===== config.mk =====
export PLATFORM = sky130hd
export DESIGN_NAME = serial_adder
export DESIGN_NICKNAME = d
export VERILOG_FILES = /design/src/rtl/serial_adder_pkg.sv /design/src/rtl/serial_adder_carry_reg.sv /design/src/rtl/serial_adder.sv
export SDC_FILE = /design/constraint.sdc
export NUM_CORES = 1
export LEC_CHECK = 0
export ABC_AREA = 1
export CAP_MARGIN = 20
export CORE_MARGIN = 2
export CORE_UTILIZATION = 35
export DETAILED_ROUTE_END_ITERATION = 16
export GPL_ROUTABILITY_DRIVEN = 0
export PLACE_DENSITY = 0.53
export SYNTH_ARGS = -nofsm -noshare
export SYNTH_HDL_FRONTEND = slang
export SYNTH_SLANG_ARGS = --single-unit

===== constraint.sdc =====
create_clock -name clk -period 1.31 [get_ports clk]
set_input_delay 0.3275 -clock clk [delete_from_list [all_inputs] [get_ports clk]]
set_output_delay 0.3275 -clock clk [all_outputs]
set_load 0.01 [all_outputs]

===== src/rtl/serial_adder_pkg.sv =====
// Shared types for the bit-serial adder: FSM state encoding and default operand width.
package serial_adder_pkg;

    typedef enum logic [1:0] {
        IDLE  = 2'd0,
        SHIFT = 2'd1,
        DONE  = 2'd2
    } state_t;

    localparam int DEFAULT_WIDTH = 8;

endpackage


===== src/rtl/serial_adder_carry_reg.sv =====
// Single-bit carry flop with load-enable; closes the full-adder carry loop between serial steps.
// Latency: one cycle from d to q when en is high. Holds q while en is low.
module serial_adder_carry_reg (
    input  logic clk,
    input  logic rst,
    input  logic en,
    input  logic d,
    output logic q
);

    always_ff @(posedge clk) begin
        if (rst) begin
            q <= 1'b0;
        end else if (en) begin
            q <= d;
        end
    end

endmodule


===== src/rtl/serial_adder.sv =====
// Bit-serial WIDTH-bit adder, LSB first; SERIAL_ADDER_SUBTRACT_EN adds a sub port for a - b.
// Latency: done pulses WIDTH+1 cycles after an accepted start; one op per WIDTH+2 cycles.
// Backpressure: start is only sampled in IDLE; requests while busy or done are dropped.
module serial_adder
    import serial_adder_pkg::*;
#(
    parameter int WIDTH = DEFAULT_WIDTH
) (
    input  logic             clk,
    input  logic             rst,
    input  logic             start,
`ifdef SERIAL_ADDER_SUBTRACT_EN
    input  logic             sub,
`endif
    input  logic [WIDTH-1:0] a,
    input  logic [WIDTH-1:0] b,
    output logic             busy,
    output logic             done,
    output logic [WIDTH-1:0] sum,
    output logic             cout
);

    localparam int CW = $clog2(WIDTH + 1);

    state_t           state, state_nxt;
    logic [WIDTH-1:0] a_sr, b_sr, b_load, sum_sh;
    logic [CW-1:0]    cnt;
    logic             carry_q, carry_d, carry_en, carry_init;
    logic             load, shift, last;
    logic             s_bit, c_bit;

`ifdef SERIAL_ADDER_SUBTRACT_EN
    // Subtraction as a + ~b + 1: invert B on load and seed the carry with 1.
    assign b_load     = sub ? ~b : b;
    assign carry_init = sub;
`else
    assign b_load     = b;
    assign carry_init = 1'b0;
`endif

    assign s_bit = a_sr[0] ^ b_sr[0] ^ carry_q;
    assign c_bit = (a_sr[0] & b_sr[0]) | (a_sr[0] & carry_q) | (b_sr[0] & carry_q);
    assign last  = (cnt == CW'(WIDTH - 1));

    always_comb begin
        sum_sh            = sum >> 1;
        sum_sh[WIDTH-1]   = s_bit;
    end

    always_comb begin
        state_nxt = state;
        load      = 1'b0;
        shift     = 1'b0;
        case (state)
            IDLE: begin
                if (start) begin
                    load      = 1'b1;
                    state_nxt = SHIFT;
                end
            end
            SHIFT: begin
                shift = 1'b1;
                if (last) begin
                    state_nxt = DONE;
                end
            end
            DONE:    state_nxt = IDLE;
            default: state_nxt = IDLE;
        endcase
    end

    assign carry_en = load | shift;
    assign carry_d  = load ? carry_init : c_bit;

    serial_adder_carry_reg u_carry (
        .clk (clk),
        .rst (rst),
        .en  (carry_en),
        .d   (carry_d),
        .q   (carry_q)
    );

    always_ff @(posedge clk) begin
        if (rst) begin
            state <= IDLE;
            a_sr  <= '0;
            b_sr  <= '0;
            cnt   <= '0;
            sum   <= '0;
            cout  <= 1'b0;
            busy  <= 1'b0;
            done  <= 1'b0;
        end else begin
            state <= state_nxt;
            busy  <= (state_nxt == SHIFT);
            done  <= (state_nxt == DONE);
            if (load) begin
                a_sr <= a;
                b_sr <= b_load;
                cnt  <= '0;
                sum  <= '0;
            end else if (shift) begin
                a_sr <= a_sr >> 1;
                b_sr <= b_sr >> 1;
                cnt  <= cnt + CW'(1);
                sum  <= sum_sh;
                // cout only moves on the final step so it is never seen partial.
                if (last) begin
                    cout <= c_bit;
                end
            end
        end
    end

endmodule

==> summary.txt, run 1 <==
Status
  • Status: completed

Worst hold path
  • HP Start: sum[0]
  • Worst hold path class: reg -> reg
  • Hold EP: sum[0]
  • Worst hold stages: 2

Critical path
  • Crit path buffers/inverters: 1
  • CP cell instances: dlygate4sd2_1
  • R2r startpoint: state[0]
  • Critical path required time: 980 ps
  • Crit path kind: reg -> out
  • Worst r2r dst: cnt[3]
  • Worst r2r path cells: 6
  • CP startpoint kind: register
  • Critical Path Max Stage Delay: 350 ps
  • FF-to-FF setup slack: 160 ps
  • Slowest cell on crit path: dfxtp_1
  • CP delay by family, top: flip-flops
  • Crit-path max FO: 3
  • Nature of the critical path endpoint: output pin
  • Arrival time at the worst endpoint: 900 ps

Global routing
  • Initial antenna violation count: 0
  • Vias in the first global route: 1272
  • Largest net degree at the start of global routing: 30
  • Global-route wire length before repair: 5620 um
  • Busiest layer in global routing: met2
  • Met1 Resource Use GR: 0.187
  • GRT Util Overall: 0.136
  • Grt met3 use: 0.0389
  • Global route overflow: 0
  • GRT met2 Usage: 0.202

Timing
  • Clock period minus worst slack: 1230 ps
  • Actual slew at the worst max-slew pin: 232 ps
  • RSZ-0062 raised after global routing: no
  • Final hold vios: 0
  • Final setup viols: 0
  • Final Skew: 6.86 ps
  • Pins Over Slew Limit: 0
  • Max-slew headroom: 0.845
  • Setup_tns: 0 ps
  • Tcrit/Tclk final: 0.938
  • Fmax: 813 MHz

Layout
  • Area grow syn2layout: 27.9%
  • Most frequent cells in the layout: 37 x nand2_1, 34 x dfxtp_1, 27 x nor2_1
  • Most common cell after layout, fill and taps aside: nand2_1
  • Net total in the final layout: 275
  • Share of cells above drive strength 1: 0.180
  • Fillers: 452
  • Diode count: 0
  • Finished Layout Cells: 307

Routing
  • Final ANT Viol Nets: 0
  • DRT iter0 DRCs: 67
  • Routed len/inst: 10.5 um
  • Vias per cell: 4.60
  • Final wirelength: 3230 um
  • # DRC: 0
  • Vias: 1412
  • First-pass DRT Iterations: 4

Synthesis
  • Yosys top cell by area: dfxtp_1
  • Largest cells by area after synthesis: dfxtp_1 42%, nand2_1 8.5%, a21oi_1 7.9%, nand3_1 7.0%, nor2_1 6.2%
  • Yosys top cell area share: 0.415
  • Sequential fraction of the synthesis area: 0.415
  • Yosys reg bits: 34
  • Mapped Area: 1640 sq um
  • Synth cell types: 24
  • Avg Cell Area, Syn: 7.45 sq um
  • Mapped Cells: 220
  • Yosys synthesis warning count: 0
  • Synth Net Count: 241

Floorplanning
  • Num rows: 24
  • IO Pins: 30
  • Core area: 4440 sq um
  • Die Ht: 72.4 um
  • DIE AREA: 5250 sq um
  • Starting density of the core: 0.369
  • Die width: 72.4 um

Clocking
  • H-tree depth: 2
  • CTS Sinks: 34
  • CTS buffer count: 5
  • Post-CTS Hold Buffers: 0
  • Post-CTS setup buffers: 0
  • TritonCTS clock tree: built
  • Clk slew on worst S/H paths: 60 ps
  • Max Buffers Root-to-Sink: 2
  • Root Buffer: clkbuf_8
  • Clk_lat worst skew: 280 ps

Power
  • Cell Pwr Density: 1080 nW/um^2
  • Leak: 0.906 nW
  • Max rail drop VDD: 525 uV

Place
  • Placed cells: 299
  • HPWL Detailed: 2220 um
  • IO Port Bufs: 29

Flow run
  • Max Cap Viol: 0
==> metal layers <==
metal	vias up	wire length, um
li1	770	-
met1	618	1700
met2	20	1390
met3	4	109
met4	0	34
met5	-	0
==> Yosys cell counts <==
cell       n
o21ai_2    4
nand3_1   23
ha_1       1
nor2_4     1
nand2_1   37
clkbuf_2   1
dfxtp_1   34
inv_1     18
buf_2      6
xor2_1     1
buf_8      1
fa_1       1
a21oi_1   26
o21ai_0    8
a21oi_2    2
inv_2      2
buf_12     1
nand2_4    3
nor2_1    27
nor2_2    10
buf_4      3
nand2_2    6
buf_6      1
o21ai_1    3
==> layout make-up <==
cell class	instances	area, sq um	share of cell area
well taps	52	65.1	0.0310
clock buffers	7	86.3	0.0412
inverters	20	75.1	0.0358
repair buffers	40	390	0.186
multi-input cells	153	793	0.379
flip-flops and latches	34	681	0.325
clock inverters	1	5.00	0.00239
==> how the worst max path moves through the flow <==
stage	from	to	slack [ps]	depth (start not counted)
finish	sum[2]	sum[2]	80	1
global placement	start	a_sr[0]	-310	6
detailed placement	start	a_sr[0]	-320	6
floorplan	state[1]	b_sr[0]	180	7
CTS	start	cnt[3]	4	6
global route	sum[1]	sum[1]	7	1
==> flip-flops by register name, indices dropped and copies added (netlist names) <==
name	count
cnt	4
sum	8
cout	1
b_sr	8
a_sr	8
state	2
busy	1
done	1
u_carry.q	1
==> power breakdown <==
part / switching, W / internal [W]
clock network: 0.000352 / 0.000423
registers: 0.0000322 / 0.00109
logic: 0.000203 / 0.000174
==> stage by stage <==
step                      hold WS (ps)  setup slack, ps  cell area, sq um  power (W)   util
after floorplan                    460              181              1640    0.00140      -
after global placement             452             -306              2000    0.00152  0.450
after detailed placement           456             -316              2000    0.00152  0.450
after CTS                          464             3.84              2080    0.00231  0.469
after global routing               499             6.84              2100    0.00241  0.472
final                              461             80.7              2100    0.00227  0.472
==> repair_timing <==
action                                  4_1_cts  5_1_grt
cloned                                        0        0
endpoints found under the setup margin       12       27
gates resized for setup                      12        3
==> cell families (layout without fill, tap and decap cells) <==
group,count (synthesis),in the layout,share of synthesized area
AO/OA/AOI/OAI,43,43,0.145
buffers and inverters,33,68,0.109
adder cells (fa/ha/maj),2,2,0.0198
flip-flops,34,34,0.415
XOR/XNOR,1,1,0.00534
AND/OR/NAND/NOR,107,107,0.305
No activity file was read; power rests on OpenSTA's default activity.
==> run 2, diff against run 1 <==
CAP_MARGIN = not set   (was 20)
PLACE_DENSITY = not set   (was 0.53)
PLACE_DENSITY_LB_ADDON = 0.25   (was not set)
==> run 2 against run 1 <==
Die area unchanged. Via count increased by 1.8%. Final area increased by 0.36%. Wire length decreased by 0.28%. Global-route usage increased by 0.19 points. Sequential power about the same. Final cell count increased by 0.33%. Non-clock buffer count increased by 1. Register-to-register slack about the same. Core utilization increased by 0.17 points. Critical path depth unchanged. Sequential share of layout area decreased by 0.12 points. Critical endpoint unchanged. Largest power group unchanged.
==> summary.txt, run 2 (synthesis results as in run 1) <==
Status
  • Status: completed

Timing
  • Fmax: 816 MHz
  • RSZ-0062 raised after global routing: no
  • Clock period minus worst slack: 1230 ps
  • Tcrit/Tclk final: 0.936
  • Minimum hold slack: 465 ps
  • Final setup viols: 0
  • Final hold vios: 0
  • Actual slew at the worst max-slew pin: 207 ps
  • Final Skew: 1.72 ps
  • Pins Over Slew Limit: 0
  • Max-slew headroom: 0.860
  • Setup_tns: 0 ps

Layout
  • Fin area: 2100 sq um
  • Fillers: 452
  • Net total in the final layout: 276
  • Final Util: 0.473
  • Regs by FF count: a_sr (8), b_sr (8), sum (8)
  • Area grow syn2layout: 28.3%
  • Most frequent cells in the layout: 37 x nand2_1, 34 x dfxtp_1, 27 x nor2_1
  • Share of cells above drive strength 1: 0.184
  • Diode count: 0
  • Most common cell after layout, fill and taps aside: nand2_1

Flow run
  • Max Cap Viol: 0

Clocking
  • CTS Sinks: 34
  • Root Buffer: clkbuf_8
  • Post-CTS Hold Buffers: 0
  • H-tree depth: 2
  • Clk slew on worst S/H paths: 70 ps
  • CTS buffer count: 5
  • Clk_lat worst skew: 270 ps
  • Post-CTS setup buffers: 0
  • TritonCTS clock tree: built
  • Max Buffers Root-to-Sink: 2

Floorplanning
  • Core area: 4440 sq um
  • IO Pins: 30
  • DIE AREA: 5250 sq um
  • Num rows: 24
  • Die width: 72.4 um
  • Starting density of the core: 0.369
  • Die Ht: 72.4 um

Place
  • IO Port Bufs: 29
  • Post-DP Area: 2010 sq um
  • HPWL Detailed: 2220 um

Power
  • Leak: 0.911 nW
  • Max rail drop VDD: 564 uV
  • Cell Pwr Density: 1080 nW/um^2

Global routing
  • Grt met3 use: 0.0292
  • Met1 Resource Use GR: 0.183
  • Initial antenna violation count: 0
  • GRT met2 Usage: 0.220
  • Busiest layer in global routing: met2
  • Global route overflow: 0
  • Vias in the first global route: 1378
  • Global-route wire length before repair: 5780 um
  • Largest net degree at the start of global routing: 30
  • GRT Util Overall: 0.138

Routing
  • First-pass DRT Iterations: 4
  • # DRC: 0
  • Final wirelength: 3220 um
  • Vias: 1438
  • Final ANT Viol Nets: 0
  • Vias per cell: 4.67
  • Routed len/inst: 10.5 um
  • DRT iter0 DRCs: 71

Critical path
  • Worst r2r path cells: 5
  • Arrival time at the worst endpoint: 900 ps
  • CP delay by family, top: flip-flops
  • Crit path buffers/inverters: 1
  • Crit-path max FO: 3
  • Nature of the critical path endpoint: output pin
  • Crit path kind: reg -> out
  • CP cell instances: dlygate4sd2_1
  • WP depth: 1
  • Critical Path Max Stage Delay: 350 ps
  • CP startpoint kind: register
  • Slowest cell on crit path: dfxtp_1
  • Critical path required time: 980 ps

Worst hold path
  • Worst hold path class: reg -> reg
  • Worst hold stages: 2
run 2: timing repair:
action | in CTS | in global routing
hold endpoints to repair | 0 | 0
pin swaps | 0 | 0
setup endpoints to repair | 11 | 28
resized for setup | 11 | 5
run 2: power by group:
group / internal (W) / total (W) / switching, W
registers: 0.00109 / 0.00112 / 0.0000320
logic: 0.000176 / 0.000380 / 0.000204
clock network: 0.000424 / 0.000775 / 0.000351
total: 0.00169 / 0.00227 / 0.000587
run 2: final timing paths:
kind | start | end | slack, ps
min reg2reg | sum[0] | sum[0] | 470
min | sum[0] | sum[0] | 470
max reg2reg | state[0] | sum[6] | 160
max | sum[2] | sum[2] | 80
run 2: tightest hold or removal path, cell delays in order (launching register included):
cell	delay, ps
dfxtp_1	310
nand2_1	60
a21oi_1	50
run 2: per-layer routing:
metal | share of wire | vias to the layer above
met1 | 0.50 | 642
met3 | 0.035 | 5
li1 | - | 768
met4 | 0.014 | 0
met5 | 0 | -
met2 | 0.46 | 23
run 2: final cells by class:
cell class,instances,area (sq um),area share
clock inverter,1,5.00,0.00238
sequential,34,681,0.324
tap,52,65.1,0.0309
multi-input combinational,153,793,0.377
inverter,20,75.1,0.0357
timing repair buffer,41,398,0.189
clock buffer,7,86.3,0.0410
run 2: per-stage QoR:
stage | power, W | setup WS (ps) | instances
floorplan | 0.00140 | 181 | 220
global placement | 0.00151 | -272 | 300
detailed placement | 0.00152 | -276 | 300
CTS | 0.00229 | 18.0 | 308
global route | 0.00240 | 14.5 | 308
finish | 0.00227 | 84.1 | 308
